[config.mk]
export PLATFORM = sky130hd
export DESIGN_NAME = fir_sched
export DESIGN_NICKNAME = d
export VERILOG_FILES = /design/src/rtl/fir_sched.sv
export SDC_FILE = /design/constraint.sdc
export NUM_CORES = 1
export LEC_CHECK = 0
export ABC_CLOCK_PERIOD_IN_PS = 2600
export BUFFER_PORTS_ARGS = -buffer_cell sky130_fd_sc_hd__buf_2
export CORE_MARGIN = 5
export CORE_UTILIZATION = 52
export CTS_CLUSTER_SIZE = 24
export DETAILED_ROUTE_END_ITERATION = 16
export MAX_ROUTING_LAYER = met4
export PLACE_DENSITY = 0.79
export SLEW_MARGIN = 20
export SYNTH_ARGS = -nofsm -noshare
export SYNTH_HDL_FRONTEND = slang
export SYNTH_SLANG_ARGS = --single-unit
[constraint.sdc]
create_clock -name clk -period 2.6 [get_ports clk]
set_clock_uncertainty 0.05 [all_clocks]
set_input_delay 0.52 -clock clk [delete_from_list [all_inputs] [get_ports clk]]
set_output_delay 0.52 -clock clk [all_outputs]
set_load 0.01 [all_outputs]
[src/rtl/fir_sched.sv]
// fir_sched: round-robin block scheduler feeding a shared FIR.
// A granted channel streams BLOCK_LEN samples, then the FIR delay line is
// flushed with FLUSH_LEN zero cycles so blocks from different channels never
// mix inside the filter. Results return tagged with their channel through a
// credit-protected output FIFO.
module fir_sched #(
    parameter int NUM_CH      = 4,
    parameter int DATA_WIDTH  = 8,
    parameter int BLOCK_LEN   = 16,
    parameter int FLUSH_LEN   = 40,
    parameter int FIR_LATENCY = 5,
    parameter int OUT_DEPTH   = 8
) (
    input  logic                         clk,
    input  logic                         reset,
    input  logic                         i_enable,
    input  logic [NUM_CH-1:0]            i_req_valid,
    input  logic [NUM_CH*DATA_WIDTH-1:0] i_req_data,
    output logic [NUM_CH-1:0]            o_req_ready,
    output logic [DATA_WIDTH-1:0]        o_fir_data_in,
    output logic                         o_fir_valid_in,
    input  logic [DATA_WIDTH-1:0]        i_fir_data_out,
    input  logic                         i_fir_valid_out,
    output logic                         o_out_valid,
    output logic [DATA_WIDTH-1:0]        o_out_data,
    output logic [$clog2(NUM_CH)-1:0]    o_out_ch,
    input  logic                         i_out_ready,
    output logic                         o_idle
);
    localparam int CW = $clog2(NUM_CH);
    localparam int BW = $clog2(BLOCK_LEN + 1);
    localparam int FW = $clog2(FLUSH_LEN + 1);
    localparam int PW = (OUT_DEPTH > 1) ? $clog2(OUT_DEPTH) : 1;
    localparam int NW = $clog2(OUT_DEPTH + 1);

    typedef enum logic [1:0] {IDLE, STREAM, FLUSH} state_t;

    state_t                r_state;
    logic [CW-1:0]         r_last_grant;
    logic [CW-1:0]         r_grant;
    logic [BW-1:0]         r_cnt;
    logic [FW-1:0]         r_flush;
    logic [NW-1:0]         r_inflight;
    logic [NW-1:0]         r_count;
    logic [PW-1:0]         r_wptr;
    logic [PW-1:0]         r_rptr;
    logic [CW-1:0]         r_tag [FIR_LATENCY+1];
    logic [DATA_WIDTH-1:0] r_mem_d [OUT_DEPTH];
    logic [CW-1:0]         r_mem_c [OUT_DEPTH];

    logic                  w_pick_ok;
    logic [CW-1:0]         w_pick;
    logic [CW-1:0]         w_idx;
    logic                  w_credit;
    logic                  w_hs;
    logic [DATA_WIDTH-1:0] w_sample;
    logic                  w_push;
    logic                  w_pop;

    // Round-robin pick: scan from furthest to nearest after last_grant so the
    // nearest valid channel is the one left standing.
    always_comb begin
        w_pick_ok = 1'b0;
        w_pick    = '0;
        w_idx     = '0;
        for (int i = NUM_CH; i >= 1; i--) begin
            w_idx = r_last_grant + CW'(i);
            if (i_req_valid[w_idx]) begin
                w_pick_ok = 1'b1;
                w_pick    = w_idx;
            end
        end
    end

    // Credit: every accepted sample owns a FIFO slot until it is popped.
    assign w_credit = ({1'b0, r_inflight} + {1'b0, r_count}) < (NW+1)'(OUT_DEPTH);

    // Only the granted channel may be ready, and only while streaming.
    always_comb begin
        o_req_ready = '0;
        if (r_state == STREAM && w_credit)
            o_req_ready[r_grant] = 1'b1;
    end

    assign w_hs     = |(i_req_valid & o_req_ready);
    assign w_sample = i_req_data[int'(r_grant)*DATA_WIDTH +: DATA_WIDTH];
    // A result with nothing outstanding is stale (e.g. issued before reset).
    assign w_push   = i_fir_valid_out && (r_inflight != '0);
    assign w_pop    = (r_count != '0) && i_out_ready;

    // Block FSM: grant, count BLOCK_LEN handshakes, then hold off FLUSH_LEN cycles.
    always_ff @(posedge clk or posedge reset) begin
        if (reset) begin
            r_state      <= IDLE;
            r_last_grant <= CW'(NUM_CH - 1);
            r_grant      <= '0;
            r_cnt        <= '0;
            r_flush      <= '0;
        end else begin
            case (r_state)
                IDLE: begin
                    if (i_enable && w_pick_ok) begin
                        r_grant      <= w_pick;
                        r_last_grant <= w_pick;
                        r_cnt        <= '0;
                        r_state      <= STREAM;
                    end
                end
                STREAM: begin
                    if (w_hs) begin
                        if (r_cnt == BW'(BLOCK_LEN - 1)) begin
                            r_flush <= '0;
                            r_state <= FLUSH;
                        end else begin
                            r_cnt <= r_cnt + BW'(1);
                        end
                    end
                end
                FLUSH: begin
                    if (r_flush == FW'(FLUSH_LEN - 1))
                        r_state <= IDLE;
                    else
                        r_flush <= r_flush + FW'(1);
                end
                default: r_state <= IDLE;
            endcase
        end
    end

    // FIR feed: the filter shifts every cycle, so idle cycles carry zeros.
    always_ff @(posedge clk or posedge reset) begin
        if (reset) begin
            o_fir_valid_in <= 1'b0;
            o_fir_data_in  <= '0;
        end else begin
            o_fir_valid_in <= w_hs;
            o_fir_data_in  <= w_hs ? w_sample : '0;
        end
    end

    // Channel tags ride alongside the FIR pipeline; the tail lines up with fir_valid_out.
    always_ff @(posedge clk or posedge reset) begin
        if (reset) begin
            for (int i = 0; i <= FIR_LATENCY; i++)
                r_tag[i] <= '0;
        end else begin
            r_tag[0] <= w_hs ? r_grant : '0;
            for (int i = 1; i <= FIR_LATENCY; i++)
                r_tag[i] <= r_tag[i-1];
        end
    end

    // Samples issued to the FIR whose results have not yet landed in the FIFO.
    always_ff @(posedge clk or posedge reset) begin
        if (reset) begin
            r_inflight <= '0;
        end else begin
            case ({w_hs, w_push})
                2'b10:   r_inflight <= r_inflight + NW'(1);
                2'b01:   r_inflight <= r_inflight - NW'(1);
                default: r_inflight <= r_inflight;
            endcase
        end
    end

    // Output FIFO pointers and occupancy.
    always_ff @(posedge clk or posedge reset) begin
        if (reset) begin
            r_wptr  <= '0;
            r_rptr  <= '0;
            r_count <= '0;
        end else begin
            if (w_push)
                r_wptr <= (r_wptr == PW'(OUT_DEPTH - 1)) ? '0 : r_wptr + PW'(1);
            if (w_pop)
                r_rptr <= (r_rptr == PW'(OUT_DEPTH - 1)) ? '0 : r_rptr + PW'(1);
            case ({w_push, w_pop})
                2'b10:   r_count <= r_count + NW'(1);
                2'b01:   r_count <= r_count - NW'(1);
                default: r_count <= r_count;
            endcase
        end
    end

    // FIFO storage; contents are only observed through the valid-gated head.
    always_ff @(posedge clk) begin
        if (w_push) begin
            r_mem_d[r_wptr] <= i_fir_data_out;
            r_mem_c[r_wptr] <= r_tag[FIR_LATENCY];
        end
    end

    assign o_out_valid = (r_count != '0);
    assign o_out_data  = o_out_valid ? r_mem_d[r_rptr] : '0;
    assign o_out_ch    = o_out_valid ? r_mem_c[r_rptr] : '0;
    assign o_idle      = (r_state == IDLE) && (r_inflight == '0) && (r_count == '0);

endmodule

==> summary.txt, run 1 <==
======================================================================================================
Most used standard cell by instance count after synthesis                                 sky130_fd_sc_hd__edfxtp_1
Floorplan die area                                                                         0.0135 mm^2
Core region area                                                                           0.0109 mm^2
Delay contributed by the slowest stage of the critical path                                    0.39 ns
Master cell of the clock root buffer                                                      sky130_fd_sc_hd__clkbuf_16
CTS H-Tree Depth                                                                                     4
Routed len/inst                                                                                19.2 um
Area growth from synthesis to layout                                                             21.9%
Clock transition at the register clock pins on the worst setup and hold paths after CTS        0.06 ns
Wire length of the first global-routing pass                                                  19700 um
Via count of the first global-routing pass                                                        3902
Area leader, netlist                                                                      sky130_fd_sc_hd__edfxtp_1
Share of Yosys cell area claimed by the top area cell type                                       0.411
Clock tree from TritonCTS                                                                        built
Max layer used                                                                                    met4
Die extent in x                                                                                 116 um
Final-layout fill cell count                                                                       775
Std cell rows                                                                                       38
Minimum clock period after layout                                                              2.56 ns
WL final                                                                                      12200 um
Worst reg2reg path depth                                                                            10
Clock latency on the worst-skew pair                                                           0.41 ns
Biggest fanout along the worst timing path                                                           9
Register-to-register setup slack                                                               0.06 ns
Register bit total from synthesis                                                                  132
Worst hold-check path type                                                                    in2async
CTS Buffer Depth                                                                                     2
Final setup violating endpoints                                                                      0
Actual slew at the worst max-slew pin                                                          1.10 ns
Dpl hpwl                                                                                       8220 um
Number of flops mapped to enable cells by yosys                                                     80
Sinks on Clock Net                                                                                 132
Mapped Area                                                                               0.00585 mm^2
Pre-Repair DR Iteration Count                                                                        5
Layout cell share with drive strength beyond 1                                                   0.366
Worst slack on hold paths                                                                     0.194 ns
TritonCTS buffer count                                                                              17
Post-CTS Hold Buffers                                                                                0
Count of maximum capacitance violations                                                              0
Leading cell types by total area after synthesis                                          sky130_fd_sc_hd__edfxtp_1 41%, sky130_fd_sc_hd__dfrtp_1 21%, sky130_fd_sc_hd__mux4_2 11%, sky130_fd_sc_hd__ha_1 3.4%, sky130_fd_sc_hd__mux2i_1 2.9%
Cells along the critical path                                                             ha_1 > nor3_2 > nand4_2 > nor3_1 > buf_2
Routed length on met1                                                                          4930 um
Synthesized Nets                                                                                   451
Boundary pin count                                                                                  74
Signal arrival time at the worst endpoint                                                      1.99 ns
Largest net degree at the start of global routing                                                   37
Slowest stage cell, crit path                                                             sky130_fd_sc_hd__dfrtp_1
Routability congestion estimate from global placement                                            0.798
Effective utilization at floorplan                                                               0.535
Net count reported at finish                                                                       551
Die height                                                                                      116 um
Total inserted antenna cells                                                                         0
Run status                                                                                finished clean
Main flop type after synthesis                                                            sky130_fd_sc_hd__edfxtp_1
Initial detailed-routing violation count                                                           257
Fraction of the yosys area taken by sequential cells                                             0.633
Total non-filler cell area in the finished layout                                         0.00713 mm^2
Avg Synthesized Cell Area                                                                    15.2 um^2
Setup repair after global routing missed its margin                                               true
WL met3                                                                                         571 um
Number of antenna violations at the first check in global routing                                    0
Global route total overflow                                                                          0
Startpoint types                                                                              register
IR drop worst, VDD                                                                            0.649 mV
Startpoint of the most critical register-to-register path                                 r_inflight[3]
Drt drc                                                                                              0
Relative slew margins                                                                            0.266
Port-buffer cells                                                                                   73
Maximum operating frequency                                                                  0.391 GHz
Via-to-Cell Ratio                                                                                 5.69
Final Max Slew Viols                                                                                 0
Power density over the cells                                                              1190 mW/mm^2
Cell Area, Placed                                                                         0.00649 mm^2
Routed wl met2                                                                                 6580 um
Required time at the endpoint of the critical path                                             2.03 ns
GR Util All Layers                                                                               0.202
Hold violation total from the final report                                                           0
Leak pwr                                                                                       2.97 nW
Element type at the critical path end                                                       output pin
Vias post-DR                                                                                      3627
FFs w/ async S/R, synth                                                                          0.394
Count of cell types in the netlist                                                                  60
Number of nets with antenna violations after detailed routing                                        0
End of the worst register-to-register path                                                r_inflight[3]
Most used standard cells in the synthesized netlist                                       80 x sky130_fd_sc_hd__edfxtp_1, 50 x sky130_fd_sc_hd__dfrtp_1, 29 x sky130_fd_sc_hd__nor2_1, 28 x sky130_fd_sc_hd__mux4_2, 23 x sky130_fd_sc_hd__nand2_1
Cells after synthesis                                                                              384
Warning count from the yosys run                                                                     0
Crit Path Category                                                                             reg2out
Final period utilization                                                                         0.983
======================================================================================================
state kept, by name, summed over array words and instances (netlist names):
register / count
r_cnt: 5
r_grant: 2
o_fir_data_in: 8
r_mem_d: 64
o_fir_valid_in: 1
r_state: 2
r_inflight: 4
r_wptr: 3
r_last_grant: 2
r_tag: 12
r_flush: 6
r_count: 4
r_rptr: 3
r_mem_c: 16
cell type report:
cell class,instances,area (um^2),share of cell area
clock inverters,13,134,0.0188
clock buffers,19,433,0.0607
multi-input cells,219,2050,0.287
well taps,140,175,0.0246
inverters,18,67.6,0.00947
repair buffers,96,571,0.0800
flip-flops and latches,132,3710,0.520
layer usage:
layer | up-vias | track usage
li1 | 1667 | -
met1 | 1837 | 0.248
met2 | 106 | 0.329
met3 | 17 | 0.0595
met4 | 0 | 0.0557
met5 | - | -
where the power goes:
part | total (mW) | switching [mW] | internal [mW]
logic | 3.10 | 1.59 | 1.51
clock network | 2.26 | 0.853 | 1.40
registers | 3.17 | 0.384 | 2.78
worst max-delay path by stage:
stage	startpoint	end	slack (ns)	depth (start not counted)
2_1_floorplan	r_inflight[3]	r_inflight[3]	0.02	11
3_3_place_gp	r_inflight[3]	r_inflight[3]	0.07	10
3_5_place_dp	r_inflight[3]	r_inflight[3]	-0.04	10
4_1_cts	r_inflight[2]	r_inflight[3]	0.004	10
5_1_grt	r_inflight[3]	o_req_ready[1]	-0.08	5
6_report	r_inflight[3]	o_req_ready[1]	0.04	5
stage by stage:
| stage | TNS [ns] | util | setup slack [ns] | power (mW) | instances |
|---|---|---|---|---|---|
| after floorplan | 0 | - | 0.0211 | 5.13 | 384 |
| after global placement | 0 | 0.593 | 0.0700 | 5.97 | 599 |
| after detailed placement | -0.0414 | 0.593 | -0.0414 | 6.16 | 599 |
| after CTS | 0 | 0.647 | 0.00424 | 8.51 | 634 |
| after global routing | -0.207 | 0.652 | -0.0781 | 9.03 | 637 |
| final | 0 | 0.652 | 0.0437 | 8.52 | 637 |
layout by cell type (no fill, tap or decap), types with 8 or more instances in the layout:
cell type and n:
sky130_fd_sc_hd__clkbuf_16 17, sky130_fd_sc_hd__mux2i_1 17, sky130_fd_sc_hd__nand2b_1 8, sky130_fd_sc_hd__nand2_1 22
sky130_fd_sc_hd__dfrtp_1 48, sky130_fd_sc_hd__nor2_1 23, sky130_fd_sc_hd__inv_1 16, sky130_fd_sc_hd__buf_2 73
sky130_fd_sc_hd__edfxtp_1 80, sky130_fd_sc_hd__buf_4 19, sky130_fd_sc_hd__mux4_2 28, sky130_fd_sc_hd__and3_1 11
sky130_fd_sc_hd__ha_1 15
critical path: cells and delay by family, from the launching register on:
family                   cells  cell delay (ns)
AND/OR/NAND/NOR              3             0.71
buffers and inverters        1             0.16
adder cells (fa/ha/maj)      1             0.32
flip-flops                   1             0.39
what timing repair did:
item,in CTS,in global routing
buffers inserted,3,3
setup endpoints to repair,14,7
hold endpoints to repair,0,0
resized for setup,2,7
pin swaps,2,4
cells by family after synthesis:
| logic type | Yosys count | share of synthesized area |
|---|---|---|
| flip-flops | 132 | 0.633 |
| AND/OR/NAND/NOR | 103 | 0.0896 |
| multiplexers | 49 | 0.146 |
| AO/OA/AOI/OAI | 43 | 0.0567 |
| buffers and inverters | 33 | 0.0237 |
| adder cells (fa/ha/maj) | 18 | 0.0411 |
| XOR/XNOR | 6 | 0.00898 |
Note: power is estimated with default switching activity, not from simulation.
==> inputs of run 2 (changes only) <==
--- a/config.mk
+++ b/config.mk
@@ -11,7 +11,6 @@
 export CORE_UTILIZATION = 52
 export CTS_CLUSTER_SIZE = 24
 export DETAILED_ROUTE_END_ITERATION = 16
-export MAX_ROUTING_LAYER = met4
 export PLACE_DENSITY = 0.79
 export SLEW_MARGIN = 20
 export SYNTH_ARGS = -nofsm -noshare
==> run 2 against run 1 <==
Critical endpoint unchanged. Largest power group unchanged. Maximum frequency is 0.52% lower. Hold slack improved by 0.0027 ns. First-iteration DRC count is 1.6% higher. Critical path depth did not move. Final cell count did not move. Global-route usage shrank 0.56 points. Via count rose by 0.19%. Critical path type unchanged. Register-to-register slack barely moved. Worst setup slack worse by 0.013 ns. Utilization did not move.
==> summary.txt, run 2 (synthesized netlist as in run 1, its figures left out) <==
======================================================================================================
Run status                                                                                finished clean
Leak pwr                                                                                       2.97 nW
Biggest fanout along the worst timing path                                                           9
Number of cells after detailed placement                                                           599
CTS Buffer Depth                                                                                     2
Slowest stage cell, crit path                                                             sky130_fd_sc_hd__dfrtp_1
TritonCTS buffer count                                                                              17
Signal arrival time at the worst endpoint                                                      2.00 ns
Power share of the combinational group                                                           0.364
Maximum operating frequency                                                                  0.389 GHz
Post-CTS Hold Buffers                                                                                0
Internal portion of total power                                                                5.69 mW
Biggest register                                                                               r_mem_d
Via-to-Cell Ratio                                                                                 5.70
Pre-Repair DR Iteration Count                                                                        5
Die extent in x                                                                                 116 um
Effective utilization at floorplan                                                               0.535
Final Max Slew Viols                                                                                 0
Accumulated negative setup slack                                                                  0 ns
Initial detailed-routing violation count                                                           261
Number of flip-flops under the largest register name                                                64
Dpl hpwl                                                                                       8220 um
Die height                                                                                      116 um
Total power consumption of the routed design                                                   8.52 mW
Largest registers                                                                         r_mem_d: 64 flops, r_mem_c: 16 flops, r_tag: 12 flops
Via count of the first global-routing pass                                                        3894
Non-filler cells in the finished layout                                                            637
Final Core Density                                                                               0.652
Clock transition at the register clock pins on the worst setup and hold paths after CTS        0.06 ns
WL final                                                                                      12300 um
Crit Path Category                                                                             reg2out
Actual slew at the worst max-slew pin                                                          1.10 ns
Final period utilization                                                                         0.988
Footprint of the multi-input gates                                                        0.00205 mm^2
Master cell of the clock root buffer                                                      sky130_fd_sc_hd__clkbuf_16
Most frequent cells in the layout                                                         80 x sky130_fd_sc_hd__edfxtp_1, 73 x sky130_fd_sc_hd__buf_2, 48 x sky130_fd_sc_hd__dfrtp_1
Worst slack on hold paths                                                                     0.197 ns
Vias post-DR                                                                                      3634
Cell Area, Placed                                                                         0.00649 mm^2
Register area                                                                             0.00371 mm^2
Clock group share of total power                                                                 0.265
GR Util All Layers                                                                               0.196
Number of antenna violations at the first check in global routing                                    0
Largest net degree at the start of global routing                                                   37
Number of nets with antenna violations after detailed routing                                        0
Routability congestion estimate from global placement                                            0.787
Delay contributed by the slowest stage of the critical path                                    0.40 ns
Std cell rows                                                                                       38
Switching Share                                                                                  0.332
CTS H-Tree Depth                                                                                     4
Post-placement setup slack                                                                  -0.0414 ns
Relative slew margins                                                                            0.262
Core region area                                                                           0.0109 mm^2
Worst reg2reg path depth                                                                            10
Drt drc                                                                                              0
Minimum clock period after layout                                                              2.57 ns
Final-layout fill cell count                                                                       775
Register-to-register setup slack                                                               0.05 ns
Setup repair after global routing missed its margin                                               true
Wire length of the first global-routing pass                                                  19700 um
First element of the critical path                                                        r_inflight[3]
Startpoint of the most critical register-to-register path                                 r_inflight[3]
Most common cell after layout, fill and taps aside                                        sky130_fd_sc_hd__edfxtp_1
Cells along the critical path                                                             ha_1 > nor3_2 > nand4_2 > nor3_1 > buf_2
Total inserted antenna cells                                                                         0
Element type at the critical path end                                                       output pin
Routed len/inst                                                                                19.2 um
Critical Path Sink                                                                        o_req_ready[1]
Floorplan die area                                                                         0.0135 mm^2
Clock tree from TritonCTS                                                                        built
Port-buffer cells                                                                                   73
P_sw                                                                                           2.83 mW
Hold violation total from the final report                                                           0
Boundary pin count                                                                                  74
Startpoint types                                                                              register
Final setup violating endpoints                                                                      0
Worst path setup slack after routing                                                         0.0303 ns
End of the worst register-to-register path                                                r_inflight[3]
Required time at the endpoint of the critical path                                             2.03 ns
Area growth from synthesis to layout                                                             21.9%
IR drop worst, VDD                                                                            0.658 mV
Global route total overflow                                                                          0
Count of maximum capacitance violations                                                              0
Clock latency on the worst-skew pair                                                           0.41 ns
Total non-filler cell area in the finished layout                                         0.00713 mm^2
Power density over the cells                                                              1190 mW/mm^2
Sequential group share of total power                                                            0.371
Worst hold-check path type                                                                    in2async
Layout cell share with drive strength beyond 1                                                   0.366
Net count reported at finish                                                                       551
Sinks on Clock Net                                                                                 132
======================================================================================================
==> run 2: cell counts in the layout (fill, tap and decap cells not counted) <==
No cell type changed its count.
==> run 2: power by group through the flow <==
stage,clock (mW),combinational (mW),sequential (mW)
after floorplan,0,2.05,3.09
after global placement,0,2.81,3.16
after detailed placement,0,2.96,3.20
after CTS,2.29,3.06,3.17
after global routing,2.40,3.41,3.22
final,2.26,3.10,3.16
==> run 2: area by class of cell <==
| type | count | share of cell area |
|---|---|---|
| multi-input cells | 219 | 0.287 |
| clock buffers | 19 | 0.0607 |
| inverters | 18 | 0.00947 |
| clock inverters | 13 | 0.0188 |
| well taps | 140 | 0.0246 |
| repair buffers | 96 | 0.0800 |
| flip-flops and latches | 132 | 0.520 |
==> run 2: timing repair <==
| item | in CTS | in global routing |
|---|---|---|
| setup buffers | 3 | 3 |
| gates cloned | 0 | 0 |
| hold endpoints to repair | 0 | 0 |
| gates resized for setup | 2 | 7 |
| endpoints found under the setup margin | 14 | 7 |
| pin swaps | 2 | 4 |
==> run 2: routing by layer <==
layer | wire (um) | up-vias | GRT usage | share of wire
li1 | - | 1670 | - | -
met1 | 4850 | 1835 | 0.248 | 0.40
met2 | 6590 | 113 | 0.329 | 0.54
met3 | 671 | 16 | 0.0595 | 0.055
met4 | 141 | 0 | 0.0596 | 0.012
met5 | 0 | - | 0 | 0
==> run 2: worst max-delay path: cells and delay by family, from the launching register on <==
family | cells | cell delay [ns]
adder cells (fa/ha/maj) | 1 | 0.32
flip-flops | 1 | 0.40
AND/OR/NAND/NOR | 3 | 0.71
buffers and inverters | 1 | 0.16
==> run 2: worst min-delay path by stage <==
stage               depth (start not counted)  slack, ns  startpoint    endpoint
floorplan                                   0       0.28    r_tag[2]    r_tag[0]
global placement                            0       0.28   r_tag[10]    r_tag[8]
detailed placement                          0       0.28    r_tag[2]    r_tag[0]
CTS                                         2       0.21       reset  r_grant[0]
global route                                2       0.25       reset  r_flush[4]
finish                                      2       0.20       reset  r_state[1]
